**config.mk**
```make
export PLATFORM = sky130hd
export DESIGN_NAME = config_loader_flat
export DESIGN_NICKNAME = d
export VERILOG_FILES = /design/src/rtl/config_loader_pkg.sv /design/src/rtl/config_loader_if.sv /design/src/rtl/config_loader.sv /design/src/flat_wrapper.sv
export SDC_FILE = /design/constraint.sdc
export NUM_CORES = 1
export LEC_CHECK = 0
export CORE_MARGIN = 3
export CORE_UTILIZATION = 48
export DETAILED_ROUTE_END_ITERATION = 16
export PLACE_DENSITY = 0.74
export SKIP_LAST_GASP = 1
export SYNTH_ARGS = -nofsm -noshare
export SYNTH_HDL_FRONTEND = slang
export SYNTH_SLANG_ARGS = --single-unit
```
**constraint.sdc**
```tcl
create_clock -name clk -period 1.95 [get_ports clk]
set_clock_uncertainty 0.15 [all_clocks]
set_input_delay 0.39 -clock clk [delete_from_list [all_inputs] [get_ports clk]]
set_output_delay 0.39 -clock clk [all_outputs]
set_load 0.02 [all_outputs]
```
**src/rtl/config_loader_pkg.sv**
```systemverilog
// Shared types and constants for the tile-array configuration loader.
// Address layout on the config bus is {mod_id, tile_id}.
package config_loader_pkg;

    localparam int unsigned WORD_W  = 32;
    localparam int unsigned COUNT_W = 16;
    localparam int unsigned FIELD_W = 16;

    localparam int unsigned TILE_ID_LSB = 0;
    localparam int unsigned TILE_ID_MSB = 15;
    localparam int unsigned MOD_ID_LSB  = 16;
    localparam int unsigned MOD_ID_MSB  = 31;

    // Module flags decoded by the tiles; id 0 matches nothing.
    localparam logic [FIELD_W-1:0] MOD_CLB = 16'd4;
    localparam logic [FIELD_W-1:0] MOD_CB1 = 16'd5;
    localparam logic [FIELD_W-1:0] MOD_CB0 = 16'd6;
    localparam logic [FIELD_W-1:0] MOD_SB  = 16'd7;

    typedef enum logic [2:0] {
        ST_HDR,
        ST_ADDR,
        ST_DATA,
        ST_WRITE,
        ST_CHECK,
        ST_ERROR
    } loader_state_t;

    typedef struct packed {
        logic [FIELD_W-1:0] mod_id;
        logic [FIELD_W-1:0] tile_id;
    } cfg_addr_t;

    function automatic logic is_valid_mod(input logic [FIELD_W-1:0] mod_id);
        return (mod_id >= MOD_CLB) && (mod_id <= MOD_SB);
    endfunction

endpackage

```
**src/rtl/config_loader_if.sv**
```systemverilog
// Word stream in and configuration bus out of the loader.
// master = stream source / bus observer, slave = the loader itself.
interface config_loader_if;
    import config_loader_pkg::*;

    logic [WORD_W-1:0] in_data;
    logic              in_valid;
    logic              in_ready;
    logic [WORD_W-1:0] config_addr;
    logic [WORD_W-1:0] config_data;
    logic              config_write;

    modport master (
        output in_data, in_valid,
        input  in_ready, config_addr, config_data, config_write
    );

    modport slave (
        input  in_data, in_valid,
        output in_ready, config_addr, config_data, config_write
    );

endinterface

```
**src/rtl/config_loader.sv**
```systemverilog
// Frame parser (header, address/data pairs, XOR checksum) driving the
// shared tile configuration bus with one single-cycle write per pair.
module config_loader
    import config_loader_pkg::*;
#(
    parameter logic [FIELD_W-1:0] MAGIC     = 16'hC0F1,
    parameter logic [WORD_W-1:0]  IDLE_ADDR = 32'h0000_0000
) (
    input  logic             clk,
    input  logic             reset,
    input  logic             clear,
    config_loader_if.slave   bus,
    output logic             busy,
    output logic             done,
    output logic             error
);

    loader_state_t      state_q, state_d;
    logic [COUNT_W-1:0] count_q, count_d;
    logic [WORD_W-1:0]  csum_q, csum_d;
    cfg_addr_t          addr_q, addr_d;
    logic [WORD_W-1:0]  cfg_addr_q, cfg_addr_d;
    logic [WORD_W-1:0]  cfg_data_q, cfg_data_d;
    logic               cfg_write_q, cfg_write_d;
    logic               in_ready_q, in_ready_d;
    logic               busy_q, busy_d;
    logic               done_q, done_d;
    logic               error_q, error_d;
    logic               accept_c;

    assign accept_c = bus.in_valid && in_ready_q;

    // Next-state and datapath; bus outputs default to idle every cycle.
    always_comb begin
        state_d     = state_q;
        count_d     = count_q;
        csum_d      = csum_q;
        addr_d      = addr_q;
        cfg_addr_d  = IDLE_ADDR;
        cfg_data_d  = '0;
        cfg_write_d = 1'b0;
        done_d      = 1'b0;

        case (state_q)
            ST_HDR: begin
                if (accept_c) begin
                    if (bus.in_data[MOD_ID_MSB:MOD_ID_LSB] != MAGIC) begin
                        state_d = ST_ERROR;
                    end else begin
                        count_d = bus.in_data[COUNT_W-1:0];
                        csum_d  = '0;
                        state_d = (bus.in_data[COUNT_W-1:0] == '0) ? ST_CHECK : ST_ADDR;
                    end
                end
            end
            ST_ADDR: begin
                if (accept_c) begin
                    addr_d  = cfg_addr_t'(bus.in_data);
                    csum_d  = csum_q ^ bus.in_data;
                    state_d = ST_DATA;
                end
            end
            ST_DATA: begin
                // Load the write straight into the output flops so it appears next cycle.
                if (accept_c) begin
                    csum_d      = csum_q ^ bus.in_data;
                    cfg_addr_d  = WORD_W'(addr_q);
                    cfg_data_d  = bus.in_data;
                    cfg_write_d = 1'b1;
                    state_d     = ST_WRITE;
                end
            end
            ST_WRITE: begin
                count_d = count_q - COUNT_W'(1);
                state_d = (count_q == COUNT_W'(1)) ? ST_CHECK : ST_ADDR;
            end
            ST_CHECK: begin
                if (accept_c) begin
                    if (bus.in_data == csum_q) begin
                        done_d  = 1'b1;
                        state_d = ST_HDR;
                    end else begin
                        state_d = ST_ERROR;
                    end
                end
            end
            ST_ERROR: begin
                if (clear) begin
                    state_d = ST_HDR;
                end
            end
            default: state_d = ST_HDR;
        endcase

        in_ready_d = (state_d != ST_WRITE) && (state_d != ST_ERROR);
        busy_d     = (state_d != ST_HDR) && (state_d != ST_ERROR);
        error_d    = (state_d == ST_ERROR);
    end

    always_ff @(posedge clk or negedge reset) begin
        if (!reset) begin
            state_q     <= ST_HDR;
            count_q     <= '0;
            csum_q      <= '0;
            addr_q      <= '0;
            cfg_addr_q  <= IDLE_ADDR;
            cfg_data_q  <= '0;
            cfg_write_q <= 1'b0;
            in_ready_q  <= 1'b1;
            busy_q      <= 1'b0;
            done_q      <= 1'b0;
            error_q     <= 1'b0;
        end else begin
            state_q     <= state_d;
            count_q     <= count_d;
            csum_q      <= csum_d;
            addr_q      <= addr_d;
            cfg_addr_q  <= cfg_addr_d;
            cfg_data_q  <= cfg_data_d;
            cfg_write_q <= cfg_write_d;
            in_ready_q  <= in_ready_d;
            busy_q      <= busy_d;
            done_q      <= done_d;
            error_q     <= error_d;
        end
    end

    assign bus.in_ready     = in_ready_q;
    assign bus.config_addr  = cfg_addr_q;
    assign bus.config_data  = cfg_data_q;
    assign bus.config_write = cfg_write_q;
    assign busy             = busy_q;
    assign done             = done_q;
    assign error            = error_q;

endmodule

```
**src/flat_wrapper.sv**
```systemverilog
// flat-port wrapper written by rule: the top's interface ports become plain ports
module config_loader_flat import config_loader_pkg::*;
#(
    parameter logic [FIELD_W-1:0] MAGIC     = 16'hC0F1,
    parameter logic [WORD_W-1:0]  IDLE_ADDR = 32'h0000_0000
)
  (clk, reset, clear, busy, done, error, bus_in_data, bus_in_valid, bus_in_ready, bus_config_addr, bus_config_data, bus_config_write);
  config_loader_if bus_i ();
  input  logic clk;
  input  logic reset;
  input  logic clear;
  output logic busy;
  output logic done;
  output logic error;
  input wire logic [$bits(bus_i.in_data)-1:0] bus_in_data;
  input wire logic [$bits(bus_i.in_valid)-1:0] bus_in_valid;
  output wire logic [$bits(bus_i.in_ready)-1:0] bus_in_ready;
  output wire logic [$bits(bus_i.config_addr)-1:0] bus_config_addr;
  output wire logic [$bits(bus_i.config_data)-1:0] bus_config_data;
  output wire logic [$bits(bus_i.config_write)-1:0] bus_config_write;
  assign bus_i.in_data = bus_in_data;
  assign bus_i.in_valid = bus_in_valid;
  assign bus_in_ready = bus_i.in_ready;
  assign bus_config_addr = bus_i.config_addr;
  assign bus_config_data = bus_i.config_data;
  assign bus_config_write = bus_i.config_write;
  config_loader #(.MAGIC(MAGIC), .IDLE_ADDR(IDLE_ADDR)) u_core (.clk(clk), .reset(reset), .clear(clear), .bus(bus_i), .busy(busy), .done(done), .error(error));
endmodule
```
==> metrics.log, run 1 <==
INFO  metric status = finished with violations
INFO  metric failed_checks = setup timing
INFO  metric grt.total_usage = 26.0%
INFO  metric finalCritPeriodShare = 110%
INFO  metric synth_nets = 633
INFO  metric internal_power = about 8.7 mW
INFO  metric r2r-end = u_core.count_q[11]
INFO  metric period_needed = around 2100 ps
INFO  metric multiInputGateArea = 0.00320 mm²
INFO  metric setup_viol = 28
INFO  metric power.density_cell_area = around 1300 mW/mm²
INFO  metric crit_path_top_delay_cell = or4_4
INFO  metric crit_required = 2110 ps
INFO  metric p_sw = 4.36 mW
INFO  metric num_rows = 41
INFO  metric ant_nets = 0
INFO  metric synth.lib_cells_used.distinct = 57
INFO  metric rsz_0062_raised_after_global_routing = true
INFO  metric design_power_total = 13.1 mW
INFO  metric clkSinkCount = 152
INFO  metric synth_top_cell_by_area = dfrtp_1
INFO  metric dpl.hpwl = 12.2 mm
INFO  metric area_delta_synth_final = 53.6%
INFO  metric relative_contribution_of_combinational_cells_to_total_power = 37.6%
INFO  metric netlist_top_cells_count = 151 x dfrtp_1, 65 x and2_1, 57 x o21ai_1, 49 x nor2_1, 45 x nand2_1
INFO  metric worst_setup_path_end_kind = flip-flop
INFO  metric dieHeight = 123 µm
INFO  metric timing.fmax = 467 MHz
INFO  metric timing.critical_path.buf_inv = 1
INFO  metric synth_top_cells_by_area = dfrtp_1 58%, and2_1 6.2%, mux2_2 4.7%, o21ai_1 4.4%, xnor2_1 3.9%
INFO  metric pnr_worst_setup_slack = -191 ps
INFO  metric wire_per_inst = 20.2 µm
INFO  metric synth-seq-area-share = 58.4%
INFO  metric core_region_area = between 0.01 and 0.015 mm²
INFO  metric cts.path.max_buffers = 2
INFO  metric criticalPathCategory = reg2reg
INFO  metric number_of_primary_i_o_pins = 105
INFO  metric worstSkewPairLatency = 430 ps
INFO  metric detailroute.via_count = 5634
INFO  metric critical_path.top_delay_family = simple AND/OR/NAND/NOR gates
INFO  metric drv.max_cap_violation_count = 0
INFO  metric max_slew_vio_count = 0
INFO  metric power.clock.fraction = a little over a quarter
INFO  metric critical-path-max-stage-delay = approximately 570 ps
INFO  metric antenna_found_initial = 0
INFO  metric register_to_register_path_setup_slack = -190 ps
INFO  metric setup.worst_path.start_class = flip-flop
INFO  metric worst_hold_slack = ~190 ps
INFO  metric yosys_register_bits = roughly 150
INFO  metric drt_iter0_drc = 630
INFO  metric global_route.overflow_total = 0
INFO  metric timing.reg2reg.worst_path_depth = 6
INFO  metric hold_path.class = in2reg
INFO  metric maximum_vdd_ir_drop = ~0.00080 V
INFO  metric timing.critical_path.fanout_max = 4
INFO  metric synthArstFlopShare = 100%
INFO  metric final_core_util = 77.5%
INFO  metric grt_max_degree = 45
INFO  metric whs_endpoint = u_core.bus.config_data[27]
INFO  metric grt_first_pass_wirelength = 29.2 mm
INFO  metric synth_largest_type_area_fraction = 58.0%
INFO  metric timing.max_slew.rel_slack = 71.3%
INFO  metric synth_ff_type = dfrtp_1
INFO  metric timing.critical_path.from = u_core.count_q[0]
INFO  metric worst_ep_arrival_time = around 2300 ps
INFO  metric worst_hold_startpoint = bus_in_data[27]
INFO  metric crit-reg2reg-launch = u_core.count_q[0]
INFO  metric die_x = about 120 µm
INFO  metric area.sequential = 0.00381 mm²
INFO  metric leakagePower = 4.39 nW
INFO  metric floorplan.die_area = approximately 0.015 mm²
INFO  metric max_slew.worst_pin.slew = about 430 ps
INFO  metric cts_tree = built
INFO  metric drt-pass1-iter-count = 5
INFO  metric routabilityCongestion = 0.915
INFO  metric total_cts_buffers = 17
INFO  metric post-synth-top-count-cell = dfrtp_1
INFO  metric n_fill_cell = 772
INFO  metric netlist_instances = 595
INFO  metric final_nets = 850
INFO  metric first_global_vias = 5479
INFO  metric starting_density_of_the_core = approximately half
INFO  metric synthesis.area = 0.00652 mm²
INFO  metric drt-vias-per-instance = 5.65
INFO  metric p_sw_share = 33.4%
INFO  metric cts_root_buffer = clkbuf_16
INFO  metric final_hold_viol_count = 0
INFO  metric post_synth.cell_area_avg = 11.0 µm²
INFO  metric drt_wl_total = 20.2 mm
INFO  metric synthesis.yosys.warnings = 0
INFO  metric drcViolationCount = 0
INFO  metric antennaDiodeCount = 0
INFO  metric crit_chain = or4_4, buf_4, or2_4, o21ai_0, a21boi_1, a221o_1
INFO  metric final_layout_size_suffix_gt1_share = 35.6%
INFO  metric clk_transition_reported_paths = 60 ps
INFO  metric buffer_ports.inserted = 104
INFO  metric synth_enable_flop_cells = 0
INFO  metric part_of_the_total_power_dissipated_in_sequential_elements = 36.1%
INFO  metric worstHoldPathCells = 3
INFO  metric htree_num_levels = 4
==> worst reg2reg max path, cell delays in order (launching register included) <==
cell,delay (ps)
dfrtp_1,410
or4_4,570
buf_4,150
or2_4,240
o21ai_0,170
a21boi_1,90
a221o_1,250
==> what timing repair did <==
| action | CTS | global route |
|---|---|---|
| hold buffers | 1 | 0 |
| gates cloned | 3 | 4 |
| setup buffers | 5 | 9 |
| pin swaps | 16 | 22 |
| endpoints found under the setup margin | 86 | 85 |
| gates resized for setup | 88 | 136 |
| hold endpoints to repair | 34 | 0 |
==> state kept, by name (all words and copies together), names as in the netlist, 3 cells and up <==
signal and flops:
u_core.bus.config_addr 32, u_core.count_q 16, u_core.state_q 3, u_core.bus.config_data 32, u_core.csum_q 32, u_core.addr_q 32
==> through the flow <==
stage	instance area (µm²)	TNS, ps	cells	setup slack, ps
5_1_grt	10000	-4510	997	-233
3_3_place_gp	8510	-61740	943	-856
6_report	10000	-1550	997	-191
4_1_cts	9360	-898	984	-102
2_1_floorplan	6570	-7530	595	-191
3_5_place_dp	8510	-63280	943	-880
==> placed cells by master (no fill, tap or decap), types with 5 or more instances in the layout <==
master | netlist | layout
a21oi_2 | 1 | 5
nor2_4 | 0 | 23
clkbuf_16 | 0 | 20
buf_12 | 0 | 6
mux2_2 | 27 | 19
nand3_1 | 7 | 7
clkbuf_1 | 22 | 7
nor2_2 | 0 | 7
dlygate4sd2_1 | 0 | 6
nor4_1 | 11 | 5
nand4_1 | 7 | 7
a21oi_1 | 16 | 10
buf_6 | 1 | 15
clkdlybuf4s50_1 | 0 | 82
nor4_4 | 2 | 5
nand2_1 | 45 | 42
buf_2 | 4 | 7
buf_4 | 0 | 98
inv_1 | 8 | 6
o21ai_1 | 57 | 59
dfrtp_1 | 151 | 150
nor2_1 | 49 | 19
o21ai_0 | 17 | 5
xnor2_1 | 29 | 26
o21ai_2 | 0 | 10
and2_1 | 65 | 63
mux2_4 | 0 | 9
==> cell type report <==
type                            instances  area share (%)
Tap cell                              172            2.15
Multi-Input combinational cell        407            32.0
Inverter                                8           0.300
Timing Repair Buffer                  226            21.5
Sequential cell                       152            38.0
Clock inverter                          7            1.41
Clock buffer                           25            4.65
==> worst max-delay path by stage <==
stage,to,slack [ps],cells past startpoint
2_1_floorplan,u_core.count_q[6],-190,6
3_3_place_gp,u_core.count_q[6],-860,7
3_5_place_dp,u_core.count_q[10],-880,8
4_1_cts,u_core.bus.in_ready,-100,6
5_1_grt,u_core.bus.in_ready,-230,9
6_report,u_core.count_q[11],-190,6
==> per-layer routing <==
metal | GRT usage, % | vias to the layer above | part of all wire, %
li1 | - | 2483 | -
met1 | 34.8 | 2801 | 39
met2 | 41.9 | 285 | 49
met3 | 5.25 | 65 | 8.4
met4 | 10.4 | 0 | 3.3
met5 | 0 | - | 0
==> power groups by stage <==
stage	combinational (mW)	clock [mW]	sequential, mW
global route	5.24	3.60	4.81
detailed placement	3.62	0	4.65
finish	4.91	3.44	4.72
CTS	4.02	3.46	4.63
floorplan	1.95	0	4.72
global placement	3.51	0	4.60
==> cells by family (layout without fill, tap and decap cells) <==
group | count (synthesis) | in the layout | share of synthesized area (%)
buf+inv | 36 | 266 | 2.26
flops | 152 | 152 | 58.4
compound gates | 117 | 117 | 10.5
fa+ha+maj | 2 | 2 | 0.384
mux | 33 | 33 | 5.68
xor+xnor | 32 | 32 | 4.30
simple gates | 223 | 223 | 18.5
No activity file was read; power rests on OpenSTA's default activity.
==> run 2: changes to the inputs <==
--- a/config.mk
+++ b/config.mk
@@ -5,6 +5,7 @@
 export SDC_FILE = /design/constraint.sdc
 export NUM_CORES = 1
 export LEC_CHECK = 0
+export CAP_MARGIN = 40
 export CORE_MARGIN = 3
 export CORE_UTILIZATION = 48
 export DETAILED_ROUTE_END_ITERATION = 16
==> results of run 2 <==
The final DEF is identical to that of run 1; final timing and power are the same.
==> run 3: changes to the inputs <==
--- a/config.mk
+++ b/config.mk
@@ -9,6 +9,7 @@
 export CORE_MARGIN = 3
 export CORE_UTILIZATION = 48
 export DETAILED_ROUTE_END_ITERATION = 16
+export MAX_ROUTING_LAYER = met4
 export PLACE_DENSITY = 0.74
 export SKIP_LAST_GASP = 1
 export SYNTH_ARGS = -nofsm -noshare
==> run 3 against run 2 <==
Compared with the run above: the flow still finishes with violations (setup timing); via count rose by 0.46%; register-to-register slack improved by 60 ps; critical path depth stayed put; largest power group unchanged.
==> metrics.log, run 3 (synthesis gave the netlist of run 1 again) <==
INFO  metric antennaDiodeCount = 0
INFO  metric rsz_0062_raised_after_global_routing = true
INFO  metric clkSinkCount = about 150
INFO  metric cts_root_buffer = clkbuf_16
INFO  metric criticalPathCategory = reg2reg
INFO  metric layout.cells.most_common_list = 150 x dfrtp_1, 96 x buf_4, 82 x clkdlybuf4s50_1
INFO  metric timing.fmax = 482 MHz
INFO  metric clk_transition_reported_paths = 60 ps
INFO  metric grt_max_degree = 63
INFO  metric maximum_vdd_ir_drop = 0.000729 V
INFO  metric final_layout_size_suffix_gt1_share = a little under two fifths
INFO  metric status = finished with violations
INFO  metric max_slew_vio_count = 0
INFO  metric timing.critical_path.buf_inv = 1
INFO  metric final_common_cell = dfrtp_1
INFO  metric dieHeight = 123 µm
INFO  metric num_rows = 41
INFO  metric detailroute.via_count = 5660
INFO  metric buffer_ports.inserted = 104
INFO  metric routabilityCongestion = just under 0.9
INFO  metric floorplan.die_area = between 0.015 and 0.02 mm²
INFO  metric dpl_worst_slack = -878 ps
INFO  metric drt_iter0_drc = 467
INFO  metric drcViolationCount = 0
INFO  metric register_to_register_path_setup_slack = -130 ps
INFO  metric wire_per_inst = 21.2 µm
INFO  metric final-instance-count-excl-fill = 995
INFO  metric final_nets = around 850
INFO  metric drv.max_cap_violation_count = 0
INFO  metric crit-reg2reg-launch = u_core.count_q[7]
INFO  metric worst_hold_slack = 181 ps
INFO  metric total_cts_buffers = 17
INFO  metric antenna_found_initial = 0
INFO  metric htree_num_levels = 4
INFO  metric cts.path.max_buffers = 2
INFO  metric hold_path.class = in2reg
INFO  metric crit_required = around 2200 ps
INFO  metric grt.total_usage = between 20% and 30%
INFO  metric worst_ep_arrival_time = 2280 ps
INFO  metric pnr_worst_setup_slack = -126 ps
INFO  metric critical_path.top_delay_family = simple AND/OR/NAND/NOR gates
INFO  metric number_of_primary_i_o_pins = 105
INFO  metric timing.max_slew.rel_slack = 74.4%
INFO  metric area_delta_synth_final = 54.8%
INFO  metric die_x = 123 µm
INFO  metric crit_chain = or4_4, and4b_2, o221ai_2, a21oi_2, inv_2, a22oi_1
INFO  metric grt_first_pass_wirelength = around 30 mm
INFO  metric cts_tree = built
INFO  metric core_region_area = between 0.01 and 0.015 mm²
INFO  metric worstSkewPairLatency = 430 ps
INFO  metric ant_nets = 0
INFO  metric worst_hold_startpoint = bus_in_data[17]
INFO  metric dpl.hpwl = 12.1 mm
INFO  metric setup_viol = 52
INFO  metric final_hold_viol_count = 0
INFO  metric failed_checks = setup timing
INFO  metric finalCritPeriodShare = 106%
INFO  metric period_needed = about 2100 ps
INFO  metric power.density_cell_area = 1310 mW/mm²
INFO  metric first_global_vias = 5738
INFO  metric critical-path-max-stage-delay = about 580 ps
INFO  metric setup.worst_path.start_class = flip-flop
INFO  metric max_slew.worst_pin.slew = 380 ps
INFO  metric starting_density_of_the_core = 50.4%
INFO  metric timing.critical_path.from = u_core.count_q[7]
INFO  metric final_core_util = around four fifths
INFO  metric drt_wl_total = 21.1 mm
INFO  metric timing.critical_path.fanout_max = 4
INFO  metric global_route.overflow_total = 0
INFO  metric leakagePower = 4.42 nW
INFO  metric worst_setup_path_end_kind = flip-flop
INFO  metric dp_cells = about 940
INFO  metric crit_path_top_delay_cell = or4_4
INFO  metric drt-pass1-iter-count = 5
INFO  metric drt-vias-per-instance = 5.69
run 3: path summary, 6_finish.rpt:
| path | to | depth (start not counted) |
|---|---|---|
| worst min register to register | u_core.bus.config_addr[10] | 1 |
| max in group asynchronous | u_core.count_q[8] | 3 |
| min in group asynchronous | u_core.csum_q[20] | 2 |
| worst max register to register | u_core.bus.in_ready | 6 |
| worst min-delay path | u_core.bus.config_data[17] | 3 |
| worst max-delay path | u_core.bus.in_ready | 6 |
run 3: final cells by class:
type	count	area, µm²
Multi-Input combinational cell	407	3250
Clock inverter	9	128
Tap cell	172	215
Inverter	8	30.0
Clock buffer	20	447
Timing Repair Buffer	227	2220
Fill cell	783	2830
Sequential cell	152	3810
run 3: through the flow:
| stage | area [µm²] | power (mW) | TNS (ps) |
|---|---|---|---|
| after floorplan | 6570 | 6.68 | -7530 |
| after global placement | 8480 | 8.10 | -60430 |
| after detailed placement | 8480 | 8.28 | -63730 |
| after CTS | 9510 | 12.3 | -2630 |
| after global routing | 10100 | 13.7 | -5300 |
| final | 10100 | 13.2 | -2930 |
run 3: worst reg2reg max path, stage by stage, from the launching register on:
cell	delay [ps]
dfrtp_1	370
or4_4	580
and4b_2	370
o221ai_2	120
a21oi_2	190
inv_2	70
a22oi_1	160
run 3: power breakdown:
group          switching (mW)  total [mW]  internal, mW  leakage (nW)
sequential              0.702        4.75          4.05          1.94
clock                    1.27        3.29          2.01         0.274
combinational            2.59        5.16          2.58          2.20
total                    4.56        13.2          8.64          4.42
run 3: repair_timing:
action	CTS	global route
gates cloned	7	2
gates resized for setup	108	124
buffers inserted	9	10
hold buffers	1	0
endpoints found under the setup margin	86	88
pin swaps	17	20
hold endpoints to repair	151	0
run 3: metal layers:
metal  GRT usage (%)  part of all wire [%]
met5               -                     0
met4            12.6                   3.9
met3            6.59                   7.7
met2            44.0                    50
met1            33.6                    38
==> edit 1: new RTL, flow settings as in run 1 <==
Re-encode `loader_state_t` (6 states) as one-hot, 6 bits wide.
--- a/src/rtl/config_loader_pkg.sv
+++ b/src/rtl/config_loader_pkg.sv
@@ -17,13 +17,13 @@
     localparam logic [FIELD_W-1:0] MOD_CB0 = 16'd6;
     localparam logic [FIELD_W-1:0] MOD_SB  = 16'd7;
 
-    typedef enum logic [2:0] {
-        ST_HDR,
-        ST_ADDR,
-        ST_DATA,
-        ST_WRITE,
-        ST_CHECK,
-        ST_ERROR
+    typedef enum logic [5:0] {
+        ST_HDR   = 6'b000001,
+        ST_ADDR  = 6'b000010,
+        ST_DATA  = 6'b000100,
+        ST_WRITE = 6'b001000,
+        ST_CHECK = 6'b010000,
+        ST_ERROR = 6'b100000
     } loader_state_t;
 
     typedef struct packed {
Function: no difference found for any inputs over 4 cycles, from zero or initial values and one cycle with reset low; so few cycles prove little.
==> edit 1 against run 1 <==
  * The run still ends with setup timing left
  * Routed wire length increased by 7.7%
  * Via count increased by 7.3%
  * Worst setup slack got worse by 0.11 ns
  * Design area is 5.2% higher
  * Worst hold slack got worse by 0.080 ns
  * Area after synthesis increased by 7.3%
  * Utilization decreased by 2.4 points
  * Sequential cell count grew 3
  * Critical path depth increased by 4
  * Power fell by 27%
  * Synthesized cell count up 2.5%
  * Critical path type is now in -> reg
  * Largest power group is now clock
==> edit 1: results (changes against run 1) <==
1st-iter DRT viols 532 (-16%); number of global-route vias before repair 6117 (+12%); Reg2Reg Setup Slack -0.29 ns (-0.10 ns); synth top area cells dfrtp_1 55%, o41ai_2 7.0%, and2_1 5.9%, mux2_2 5.2%, nor2_1 2.7%; register area share after synthesis 55.5% (-2.9 points); Hold Path End u_core.bus.config_data[16]$_DFF_PN0_; # resized after CTS 111 (+26%); failing checks setup timing; final setup margin -0.303 ns (-0.112 ns); status finished, violations left; Hold WS 0.107 ns (-0.0796 ns); WP data arrival 2.39 ns (+0.09 ns); slowest CP cell or4b_4; worst r2r src u_core.count_q[1]$_DFFE_PN0P_; pin count of the biggest net entering global routing 54 (+20%); Mapped Nets 648 (+2.4%); first-pass GRT wire length 31400 um (+7.4%); Worst-Margin Slew 0.656 ns (+0.229 ns); hold depth 2 (-1); Distinct cells, synth 58 (+1.8%); Register-to-Register Path Depth 7 (+1); list of most frequent post-synthesis cells 153 x dfrtp_1, 66 x and2_1, 50 x nor2_1, 44 x nand2_1, 35 x o21ai_1; leakage 4.89 nW (+12%); Setup crit end u_core.csum_q[29]$_DFFE_PN0P_; final setup fails 80 (+190%); RR Endpoint u_core.count_q[8]$_DFFE_PN0P_; All-Layer GR Usage 24.8% (-1.2 points); crit-path max FO 7 (+3); Vias 6046 (+7.3%); setup TNS -8.66 ns (-7.11 ns); crit path launch bus_in_data[29]
==> edit 1: changes by cell type after synthesis, moves of 5 or more <==
cell             run 1  this run
o21ai_1             57        35
xor2_1               3        18
clkbuf_1            22        27
o41ai_2              0        30
mux2_1               5         0
xnor2_1             29        16
mux2_2              27        32
o21ai_0             17        10
==> edit 1: per-stage QoR <==
stage | instances | total power [mW] | setup slack (ns)
after floorplan | 610 | 4.20 | -0.278
after global placement | 966 | 4.92 | -0.854
after detailed placement | 966 | 4.96 | -0.909
after CTS | 1016 | 8.84 | -0.234
after global routing | 1032 | 9.80 | -0.376
final | 1032 | 9.51 | -0.303
==> edit 1: kinds of logic (layout without fill, tap and decap cells) <==
| family | Yosys count | after routing | synth area share, % |
|---|---|---|---|
| multiplexers | 34 | 34 | 5.44 |
| AND/OR/NAND/NOR | 223 | 223 | 17.0 |
| XOR/XNOR | 34 | 34 | 4.26 |
| AO/OA/AOI/OAI | 118 | 119 | 14.6 |
| adder cells (fa/ha/maj) | 2 | 2 | 0.358 |
| flip-flops | 155 | 155 | 55.5 |
| buffers and inverters | 44 | 285 | 2.77 |
==> edit 1: metal layers <==
metal | share of wire (%) | wire, um | track usage (%)
met3 | 6.7 | 1460 | 6.19
met2 | 51 | 11100 | 40.9
met5 | 0 | 0 | 0
met1 | 39 | 8410 | 31.4
met4 | 3.5 | 753 | 10.6
==> edit 1: final cells by class <==
class	count	area, um^2
clock buffer	21	460
clock inverter	8	144
fill	815	3510
inverter	8	30.0
multi-input combinational	412	3390
sequential	155	3880
tap	180	225
timing repair buffer	248	2400
==> edit 1: power by group through the flow <==
stage	clock network (mW)	registers [mW]	logic (mW)
CTS	3.48	3.31	2.04
global placement	0	3.37	1.55
floorplan	0	3.39	0.808
detailed placement	0	3.37	1.59
global route	3.63	3.33	2.84
finish	3.45	3.33	2.73
==> edit 2: new RTL, settings of run 1 <==
Made on the original files. The package constant `COUNT_W` goes from 16 to 24.
--- a/src/rtl/config_loader_pkg.sv
+++ b/src/rtl/config_loader_pkg.sv
@@ -3,7 +3,7 @@
 package config_loader_pkg;
 
     localparam int unsigned WORD_W  = 32;
-    localparam int unsigned COUNT_W = 16;
+    localparam int unsigned COUNT_W = 24;
     localparam int unsigned FIELD_W = 16;
 
     localparam int unsigned TILE_ID_LSB = 0;
Function: changed (a bounded check fails within 4 cycles, from zero or initial values and one cycle with reset low).
==> edit 2 against run 1 <==
  * Design area grew 1.7%
  * Power shrank 2.2%
  * Largest cell class unchanged
  * Routed wire length shrank 4.2%
  * Combinational power shrank 6.7%
  * Highest routed layer unchanged
  * First-iteration DRC count shrank 32%
  * Fmax shrank 9.3%
  * Clock power shrank 3%
  * The flow still finishes with violations (setup timing)
  * Worst setup slack lost 0.22 ns
  * Sequential cell count grew 8
  * Area after synthesis grew 6.2%
==> edit 2: results (changes against run 1) <==
status finished, violations left; failing checks setup timing; Layout Cells excl Fill 1056 (+5.9%); Distinct cells, synth 57 (unchanged); Final Wtd Congestion 0.816 (-11%); synth top area cells dfrtp_1 57%, and2_1 6.0%, mux2_2 5.2%, o21ai_0 3.5%, nor2_1 3.3%; Placement Cell Area 8950 um^2 (+5.2%); Worst-Margin Slew 0.364 ns (-0.0635 ns); first-pass GRT wire length 30600 um (+4.9%); All-Layer GR Usage 24.3% (-1.7 points); placed insts 996 (+5.6%); net count of the finished layout 901 (+6.0%); register clock-pin slew on the reported worst setup and hold paths 0.06 ns (about the same); # H-tree levels 4 (unchanged); clk_lat worst skew 0.43 ns (about the same); n_diodes 0 (unchanged); initial antenna violation count 0 (unchanged); cts bufs inserted 17 (unchanged); Peak supply drop 0.000591 V (-26%); Final Hold Violating Endpoints 0 (unchanged); post-DP HPWL 12800 um (+5.3%); Synth Instances 639 (+7.4%); leakage 4.55 nW (+3.6%); Psw 4.39 mW (+0.74%); register area share after synthesis 57.9% (-0.49 points); crit-path max FO 3 (-1); clock buffer depth 2 (unchanged); Initial DRT Pass Iterations 5 (unchanged); YS warnings 0 (unchanged); share of layout cells above drive strength 1 33.3% (-2.3 points); Min-Delay Path Class in -> reg; CTS root buf clkbuf_16; setup TNS -5.46 ns (-3.91 ns); Vias 5786 (+2.7%); routed wire length 19300 um (-4.2%); list of most frequent post-synthesis cells 159 x dfrtp_1, 66 x and2_1, 60 x nor2_1, 49 x nand2_1, 48 x o21ai_0; final setup fails 43 (+54%); Mapped Nets 677 (+7.0%); Port Buf Inserts 104 (unchanged); 1st-iter DRT viols 430 (-32%); fraction of registers with async set/reset 100% (unchanged); final setup margin -0.409 ns (-0.219 ns); pre-CTS WS -0.927 ns (-0.0463 ns); pin count of the biggest net entering global routing 60 (+33%)
[edit 2: cell types whose count changed after synthesis, sizes merged, moves of 4 or more]
cell | before | now
xor2 | 3 | 9
xnor2 | 29 | 25
dfrtp | 151 | 159
a21oi | 17 | 24
o21ai | 74 | 80
nor2 | 49 | 60
[edit 2: power by group through the flow]
stage          sequential [mW]  combinational, mW  clock [mW]
2_1_floorplan             4.87               2.33           0
3_3_place_gp              4.79               3.74           0
3_5_place_dp              4.84               3.92           0
4_1_cts                   4.81               4.17        3.37
5_1_grt                   4.96               4.96        3.52
6_report                  4.86               4.58        3.33
[edit 2: repair_timing]
item                                   4_1_cts  5_1_grt
resized for setup                           73       73
endpoints found under the hold margin       30        0
setup endpoints to repair                   63      139
pin swaps                                   13       18
buffers inserted                            10       14
hold buffers                                 1        0
cloned                                       4        0
[edit 2: worst paths after layout]
kind                                          startpoint                              endpoint  slack, ns  depth (start not counted)
max in group asynchronous                          reset  u_core.bus.config_data[16]$_DFF_PN0_       0.79                          3
setup reg to reg           u_core.count_q[1]$_DFFE_PN0P_        u_core.count_q[13]$_DFFE_PN0P_      -0.41                          8
hold reg to reg             u_core.addr_q[4]$_DFFE_PN0P_   u_core.bus.config_addr[4]$_DFF_PN0_       0.32                          1
hold / removal                           bus_in_data[25]  u_core.bus.config_data[25]$_DFF_PN0_       0.19                          3
setup / recovery           u_core.count_q[1]$_DFFE_PN0P_        u_core.count_q[13]$_DFFE_PN0P_      -0.41                          8
min in group asynchronous                          reset     u_core.bus.config_write$_DFF_PN0_       0.24                          2
[edit 2: cell families (layout without fill, tap and decap cells)]
kind of cell,after synthesis,count (layout),share of synthesized area [%]
simple gates,241,245,19.0
flops,160,160,57.9
compound gates,129,129,10.4
buf+inv,39,272,2.53
xor+xnor,34,34,4.30
mux,34,34,5.51
fa+ha+maj,2,2,0.361
[edit 2: per-layer routing]
metal  GRT usage (%)  up-vias  part of all wire [%]
li1                -     2647                     -
met1            31.4     2881                    41
met2            40.5      226                    50
met3            5.85       32                   6.2
met4            7.95        0                   2.5
met5               0        -                     0
[edit 2: cell type report]
type                       count  area, um^2
clock buffer                  19         443
clock inverter                13         151
fill                         930        3800
inverter                       7        26.3
multi-input combinational    444        3220
sequential                   160        4010
tap                          180         225
timing repair buffer         233        2110
[edit 2: critical path, stage by stage (launching register included)]
cell	delay, ns
dfrtp_1	0.38
buf_4	0.14
buf_6	0.11
or4_4	0.53
or2_4	0.28
nor3b_2	0.21
nand2b_4	0.16
a21oi_2	0.05
a311oi_2	0.25
